File: src/rtl/inst_fetch_ctrl_pkg.sv
// -----------------------------------------------------------------------------
// inst_fetch_ctrl_pkg
//   Shared definitions for the MIPS instruction-fetch controller:
//   - boot address (first fetch after reset)
//   - CP0 exception vector (bootstrap, BEV=1)
//   - fetch FSM state type
// -----------------------------------------------------------------------------
package inst_fetch_ctrl_pkg;

  localparam int unsigned IFC_WIDTH      = 32;
  localparam logic [31:0] IFC_RESET_PC   = 32'hBFC0_0000;
  localparam logic [31:0] IFC_EXC_VECTOR = 32'hBFC0_0380;

  // S_REQ  : request driven to the SRAM, waiting for address acceptance
  // S_WAIT : address accepted, waiting for the returned word
  // S_HOLD : returned word sits in the output buffer, waiting for decode
  typedef enum logic [1:0] {
    S_REQ  = 2'd0,
    S_WAIT = 2'd1,
    S_HOLD = 2'd2
  } fetch_state_e;

endpackage

File: src/rtl/inst_fetch_ctrl_npc_mux.sv
// -----------------------------------------------------------------------------
// inst_fetch_ctrl_npc_mux
//   Combinational next-PC select for the fetch stage.
//   Priority: redirect (exception/ERET) > pending branch target > PC + 4.
//   The result is always word aligned; PC + 4 wraps modulo 2^WIDTH.
//
// Ports
//   i_flush        redirect request this cycle
//   i_flush_pc     redirect address
//   i_pend_use     pending branch target is due for this fetch
//   i_pend_target  pending branch target
//   i_fetch_pc     PC of the most recent fetch
//   o_npc          selected next fetch address (low 2 bits zero)
// -----------------------------------------------------------------------------
module inst_fetch_ctrl_npc_mux
  import inst_fetch_ctrl_pkg::*;
#(
  parameter int unsigned WIDTH = IFC_WIDTH
) (
  input  logic             i_flush,
  input  logic [WIDTH-1:0] i_flush_pc,
  input  logic             i_pend_use,
  input  logic [WIDTH-1:0] i_pend_target,
  input  logic [WIDTH-1:0] i_fetch_pc,
  output logic [WIDTH-1:0] o_npc
);

  logic [WIDTH-1:0] w_seq_pc;
  logic [WIDTH-1:0] w_sel_pc;

  always_comb begin
    w_seq_pc = i_fetch_pc + WIDTH'(4);
    if (i_flush) begin
      w_sel_pc = i_flush_pc;
    end else if (i_pend_use) begin
      w_sel_pc = i_pend_target;
    end else begin
      w_sel_pc = w_seq_pc;
    end
    o_npc = {w_sel_pc[WIDTH-1:2], 2'b00};
  end

endmodule

File: src/rtl/inst_fetch_ctrl.sv
// -----------------------------------------------------------------------------
// inst_fetch_ctrl
//   MIPS fetch-stage sequencer. Chooses the next PC, drives the instruction
//   SRAM request channel with at most one transaction in flight, and hands
//   each fetched word to decode through a 1-entry valid/ready buffer.
//
// Parameters
//   WIDTH     address/data width
//   RESET_PC  first fetch address after reset
//
// Ports
//   clk           system clock, rising edge
//   resetn        asynchronous active-low reset
//   inst_req      SRAM request valid
//   inst_addr     SRAM request address (word aligned)
//   inst_addr_ok  SRAM accepted the address this cycle
//   inst_data_ok  SRAM returns inst_rdata this cycle
//   inst_rdata    fetched instruction word
//   br_taken      decode: taken branch/jump (1-cycle pulse)
//   br_target     branch/jump target
//   flush         CP0: exception/ERET redirect (1-cycle pulse)
//   flush_pc      redirect address
//   if_valid      fetched word available to decode
//   if_ready      decode accepts the word
//   if_pc         PC of the word on if_inst
//   if_inst       instruction word
// -----------------------------------------------------------------------------
module inst_fetch_ctrl
  import inst_fetch_ctrl_pkg::*;
#(
  parameter int unsigned      WIDTH    = IFC_WIDTH,
  parameter logic [WIDTH-1:0] RESET_PC = IFC_RESET_PC[WIDTH-1:0]
) (
  input  logic             clk,
  input  logic             resetn,
  output logic             inst_req,
  output logic [WIDTH-1:0] inst_addr,
  input  logic             inst_addr_ok,
  input  logic             inst_data_ok,
  input  logic [WIDTH-1:0] inst_rdata,
  input  logic             br_taken,
  input  logic [WIDTH-1:0] br_target,
  input  logic             flush,
  input  logic [WIDTH-1:0] flush_pc,
  output logic             if_valid,
  input  logic             if_ready,
  output logic [WIDTH-1:0] if_pc,
  output logic [WIDTH-1:0] if_inst
);

  fetch_state_e     r_state;
  fetch_state_e     w_state_nxt;

  logic [WIDTH-1:0] r_fetch_pc;     // address being requested / in flight / buffered
  logic             r_pend_valid;   // a taken branch target is waiting to be used
  logic             r_pend_skip;    // delay slot not yet chosen: skip one sequential step
  logic [WIDTH-1:0] r_pend_target;
  logic             r_discard;      // in-flight word was redirected away; drop it
  logic             r_out_valid;
  logic [WIDTH-1:0] r_out_pc;
  logic [WIDTH-1:0] r_out_inst;

  logic             w_consume;
  logic             w_pend_use;
  logic             w_load_npc;
  logic [WIDTH-1:0] w_npc;

  assign w_consume  = r_out_valid & if_ready;
  assign w_pend_use = r_pend_valid & ~r_pend_skip;
  // A new fetch address is chosen on redirect, or when decode takes the
  // buffered word (the only way out of S_HOLD without a redirect).
  assign w_load_npc = flush | ((r_state == S_HOLD) & w_consume);

  inst_fetch_ctrl_npc_mux #(
    .WIDTH (WIDTH)
  ) u_npc_mux (
    .i_flush       (flush),
    .i_flush_pc    (flush_pc),
    .i_pend_use    (w_pend_use),
    .i_pend_target (r_pend_target),
    .i_fetch_pc    (r_fetch_pc),
    .o_npc         (w_npc)
  );

  // ---------------------------------------------------------------------------
  // FSM: state register
  // ---------------------------------------------------------------------------
  always_ff @(posedge clk or negedge resetn) begin
    if (!resetn) begin
      r_state <= S_REQ;
    end else begin
      r_state <= w_state_nxt;
    end
  end

  // ---------------------------------------------------------------------------
  // FSM: next state
  // ---------------------------------------------------------------------------
  always_comb begin
    w_state_nxt = r_state;
    unique case (r_state)
      // An address accepted in the same cycle as a redirect is still in
      // flight and must be drained (dropped) in S_WAIT.
      S_REQ: begin
        if (inst_addr_ok) begin
          w_state_nxt = S_WAIT;
        end
      end
      S_WAIT: begin
        if (inst_data_ok) begin
          w_state_nxt = (flush || r_discard) ? S_REQ : S_HOLD;
        end
      end
      S_HOLD: begin
        if (flush || w_consume) begin
          w_state_nxt = S_REQ;
        end
      end
      default: w_state_nxt = S_REQ;
    endcase
  end

  // ---------------------------------------------------------------------------
  // FSM: outputs
  // ---------------------------------------------------------------------------
  always_comb begin
    // Reset state is S_REQ, so the request is qualified with resetn to keep
    // inst_req low while reset is held.
    inst_req  = resetn & (r_state == S_REQ);
    inst_addr = {r_fetch_pc[WIDTH-1:2], 2'b00};
    if_valid  = r_out_valid;
    if_pc     = r_out_pc;
    if_inst   = r_out_inst;
  end

  // ---------------------------------------------------------------------------
  // Fetch PC
  // ---------------------------------------------------------------------------
  always_ff @(posedge clk or negedge resetn) begin
    if (!resetn) begin
      r_fetch_pc <= RESET_PC;
    end else if (w_load_npc) begin
      r_fetch_pc <= w_npc;
    end
  end

  // ---------------------------------------------------------------------------
  // Discard flag: set when a redirect arrives while a word is in flight and
  // has not returned in the same cycle.
  // ---------------------------------------------------------------------------
  always_ff @(posedge clk or negedge resetn) begin
    if (!resetn) begin
      r_discard <= 1'b0;
    end else if ((r_state == S_WAIT) && inst_data_ok) begin
      r_discard <= 1'b0;
    end else if (flush && ((r_state == S_WAIT) ||
                           ((r_state == S_REQ) && inst_addr_ok))) begin
      r_discard <= 1'b1;
    end
  end

  // ---------------------------------------------------------------------------
  // Pending branch target.
  // When the branch is still sitting unconsumed in the output buffer, the
  // next chosen address is the delay slot, so the target must wait one more
  // selection (r_pend_skip). Otherwise the delay slot is already chosen or in
  // flight and the target applies to the next selection.
  // ---------------------------------------------------------------------------
  always_ff @(posedge clk or negedge resetn) begin
    if (!resetn) begin
      r_pend_valid  <= 1'b0;
      r_pend_skip   <= 1'b0;
      r_pend_target <= '0;
    end else if (flush) begin
      r_pend_valid  <= 1'b0;
      r_pend_skip   <= 1'b0;
    end else if (br_taken) begin
      r_pend_valid  <= 1'b1;
      r_pend_skip   <= r_out_valid & ~if_ready;
      r_pend_target <= br_target;
    end else if ((r_state == S_HOLD) && w_consume && r_pend_valid) begin
      if (r_pend_skip) begin
        r_pend_skip  <= 1'b0;
      end else begin
        r_pend_valid <= 1'b0;
      end
    end
  end

  // ---------------------------------------------------------------------------
  // Output buffer (1 entry). The buffer is empty whenever a word can return,
  // so load and consume never coincide.
  // ---------------------------------------------------------------------------
  always_ff @(posedge clk or negedge resetn) begin
    if (!resetn) begin
      r_out_valid <= 1'b0;
      r_out_pc    <= RESET_PC;
      r_out_inst  <= '0;
    end else if (flush || w_consume) begin
      r_out_valid <= 1'b0;
    end else if ((r_state == S_WAIT) && inst_data_ok && !r_discard) begin
      r_out_valid <= 1'b1;
      r_out_pc    <= {r_fetch_pc[WIDTH-1:2], 2'b00};
      r_out_inst  <= inst_rdata;
    end
  end

endmodule

File: config.mk
export PLATFORM = sky130hd
export DESIGN_NAME = inst_fetch_ctrl
export DESIGN_NICKNAME = d
export VERILOG_FILES = /design/src/rtl/inst_fetch_ctrl_pkg.sv /design/src/rtl/inst_fetch_ctrl_npc_mux.sv /design/src/rtl/inst_fetch_ctrl.sv
export SDC_FILE = /design/constraint.sdc
export NUM_CORES = 1
export LEC_CHECK = 0
export ABC_AREA = 1
export BUFFER_PORTS_ARGS = -buffer_cell sky130_fd_sc_hd__buf_2
export CELL_PAD_IN_SITES_DETAIL_PLACEMENT = 0
export CELL_PAD_IN_SITES_GLOBAL_PLACEMENT = 2
export CORE_MARGIN = 2
export CORE_UTILIZATION = 29
export CTS_BUF_LIST = sky130_fd_sc_hd__clkbuf_2 sky130_fd_sc_hd__clkbuf_4 sky130_fd_sc_hd__clkbuf_8
export CTS_CLUSTER_DIAMETER = 40
export CTS_CLUSTER_SIZE = 8
export DETAILED_ROUTE_END_ITERATION = 10
export PLACE_DENSITY_LB_ADDON = 0.1
export SLEW_MARGIN = 20
export SYNTH_ARGS = -nofsm -noshare
export SYNTH_HDL_FRONTEND = slang
export SYNTH_SLANG_ARGS = --single-unit
File: constraint.sdc
create_clock -name clk -period 1.63 [get_ports clk]
set_input_delay 0.326 -clock clk [delete_from_list [all_inputs] [get_ports clk]]
set_output_delay 0.326 -clock clk [all_outputs]
set_load 0.05 [all_outputs]
==> results.md <==
- Status: complete, but fails checks
- Failing checks: setup timing
- H-Tree Depth: 4
- Die span in x: roughly 150 microns
- Global route overflow: 0
- Hold Crit Class: in -> reg
- Clock network fraction of total power: between 15 and 20%
- Max Transition Viols Final: 0
- Number of synthesized register bits: 128
- Post-route clock period utilization: 103%
- Top Layer Used: met4
- Worst-path cell with the longest stage delay: dfrtp_1
- Sw Ratio: roughly half
- WS Path Type: reg -> out
- Clock-pin slew on the worst setup and hold paths: approximately 0.090 ns
- Max incr delay on CP: between 0.4 and 0.5 ns
- Seq pwr share: about a third
- Setup ws final: -0.0416 ns
- CTS Buf Count: 17
- Share of layout cells above drive strength 1: a little under two fifths
- Total die area: between 20000 and 25000 sq um
- Dpl cells: roughly 1300
- Final net count: around 1200
- DR WL met3: a little over 1 mm
- First-pass GRT wire length: 32.5 mm
- Worst-skew pair later-pin latency: 0.44 ns
- P_sw: 6740 uW
- Syn_area_per_cell: around 7.6 sq um
- RSZ-0062 raised after global routing: true
- P_leak: 0.00471 uW
- Initial antenna violation count: 0
- Most area-hungry cell type in the Yosys netlist: dfrtp_1
- CP most frequent cell: buf_6
- EDFF count, synth: 0
- Worst-case clock buffer depth: 2
- Register area share after synthesis: about half
- Most common cell in the synthesized netlist: nand2_1
- Die Y: approximately 150 microns
- Starting DRC count in detailed routing: about 320
- CP top delay family: flip-flops
- Largest net degree at the start of global routing: 72
- Area occupied by multi-input gates: about 3000 sq um
- FMAX: about 0.60 GHz
- I/O Pins: 201
- Flip-flop and latch area: 3250 sq um
- Min Hold Slack: 0.0736 ns
- Post-synth top cells: nand2_1, dfrtp_1, nor2_1
- Dpl ws: -0.00972 ns
- CP endpoint kind: output port
- Synth Instances: between 800 and 900
- Endpoints failing setup: 1
- Vias in the first global route: around 5600
- Sink Count: around 130
- Wire length per cell: around 16 microns
- Comb pwr share: a little under half
- Vias per cell: 4.33
- Critical Path AT: approximately 1.4 ns
- Synth-to-Final Area Change: 40.9%
- CTS root buf: clkbuf_8
- Filler Cells Inserted: 2369
- HPWL Detailed: between 15 and 20 mm
- GPL Wtd Cong: between 0.7 and 0.8
- Top_reg_cell synth: dfrtp_1
- Final hold vios: 0
- Ys Warns: 0
- Cell Int Power: 7070 uW
- Minimum clock period: 1.67 ns
- Distinct cells, synth: 31
- FFs w/ async S/R, synth: 100%
- WL met2: around 9.4 mm
- Initial Util: 29.3%
- Metal-1 WL: 11.0 mm
- Fin cells: 1374
- MaxCap Viol Count: 0
- DRT Pass-1 Iters: 4
- Maximum fanout along the worst path: 3
- Fin util: 41.2%
- Diodes inserted: 0
- Worst IR Drop VDD: about 0.00056 V
- # port buffers: around 190
- Dominant cells by area after synthesis: dfrtp_1, nand2_1, dfstp_2
- Req. time, crit path: roughly 1.3 ns
- GR Util All Layers: 18.0%
- Buffers and inverters on the worst path: 2
- Worst Setup Start Kind: flop
- Post-synth top area share: a little over two fifths
- Setup Skew: approximately 0.014 ns
- Power per cell area: about 1500 nW/um^2
- Mapped Area: 6350 sq um
- Site Rows: 54
- DRT antenna net count: 0
- Final wirelength: approximately 22 mm
- CTS tree: done
- CORE AREA: between 20000 and 25000 sq um
- CP Cell Sequence: buf_6 > nor3b_4 > buf_6
- DRC violations left: 0
- Routed vias: 5946
==> layer usage <==
metal | GRT usage (%) | vias to the layer above
li1 | - | 3083
met1 | 27.8 | 2699
met2 | 25.6 | 159
met3 | 4.39 | 5
met4 | 3.34 | 0
met5 | 0 | -
==> what timing repair did <==
| action | in CTS | in global routing |
|---|---|---|
| gates cloned | 0 | 7 |
| hold buffers | 1 | 0 |
| endpoints found under the setup margin | 29 | 87 |
| hold endpoints to repair | 59 | 0 |
| pin swaps | 4 | 13 |
| setup buffers | 4 | 15 |
| resized for setup | 33 | 58 |
==> cell usage in the layout, fill, tap and decap left out, types with 18 or more instances in the layout <==
master | Yosys | routed
buf_2 | 15 | 172
nand2_1 | 368 | 361
dfstp_2 | 18 | 18
nand3_1 | 37 | 32
dfrtp_1 | 110 | 93
buf_4 | 4 | 52
o21ai_0 | 34 | 31
inv_1 | 57 | 55
nor2_1 | 95 | 78
mux2_2 | 29 | 29
==> power groups by stage <==
stage / Sequential (uW) / Combinational [uW] / Clock (uW)
3_3_place_gp: 4870 / 6130 / 0
2_1_floorplan: 7850 / 1400 / 0
5_1_grt: 5010 / 6970 / 2680
4_1_cts: 4860 / 6240 / 2540
3_5_place_dp: 4910 / 6140 / 0
6_report: 4870 / 6510 / 2430
==> registers in the layout (all words and copies together), names as in the netlist <==
register       count
r_state            2
r_fetch_pc        30
r_pend_target     30
if_pc             30
if_inst           32
r_discard          1
if_valid           1
r_pend_valid       1
r_pend_skip        1
==> layout make-up <==
class / instances / share of cell area (%)
repair buffers: 265 / 20.8
flip-flops and latches: 128 / 36.3
multi-input cells: 610 / 32.7
well taps: 280 / 3.92
inverters: 59 / 2.50
clock buffers: 18 / 2.70
clock inverters: 14 / 1.06
==> worst min-delay path: stages <==
cell     delay, ns
buf_2         0.07
nand2_1       0.04
nand2_1       0.05
==> metrics by stage <==
stage	setup TNS (ns)	power [uW]	area (sq um)
after floorplan	-0.0337	9250	6410
after global placement	0	11000	8030
after detailed placement	-0.0155	11100	8030
after CTS	-0.0779	13600	8500
after global routing	-1.80	14700	8950
final	-0.0416	13800	8950
==> worst paths after layout <==
kind                                      startpoint                          to  slack (ns)  cells after the start
max                           r_state[0]$_DFFE_PN0P_                    inst_req       -0.04                      3
max in group asynchronous                     resetn       if_pc[31]$_DFFE_PN1P_        0.49                      4
min                                   inst_rdata[31]     if_inst[31]$_DFFE_PN0P_        0.07                      3
min reg2reg                    if_pc[25]$_DFFE_PN1P_       if_pc[25]$_DFFE_PN1P_        0.47                      2
min in group asynchronous                     resetn        if_pc[7]$_DFFE_PN0P_        0.53                      3
max reg2reg                r_fetch_pc[2]$_DFFE_PN0P_  r_fetch_pc[12]$_DFFE_PN0P_        0.06                     11
==> logic make-up (layout without fill, tap and decap cells) <==
kind of cell | count (synthesis) | count (layout) | share of synthesized area, %
xor+xnor | 9 | 9 | 1.24
buf+inv | 97 | 356 | 6.38
fa+ha+maj | 1 | 1 | 0.197
mux | 29 | 29 | 5.14
simple gates | 510 | 510 | 31.3
compound gates | 57 | 57 | 4.87
other cells | 1 | 4 | 0.0591
flops | 128 | 128 | 50.8
No activity file was read; power rests on OpenSTA's default activity.
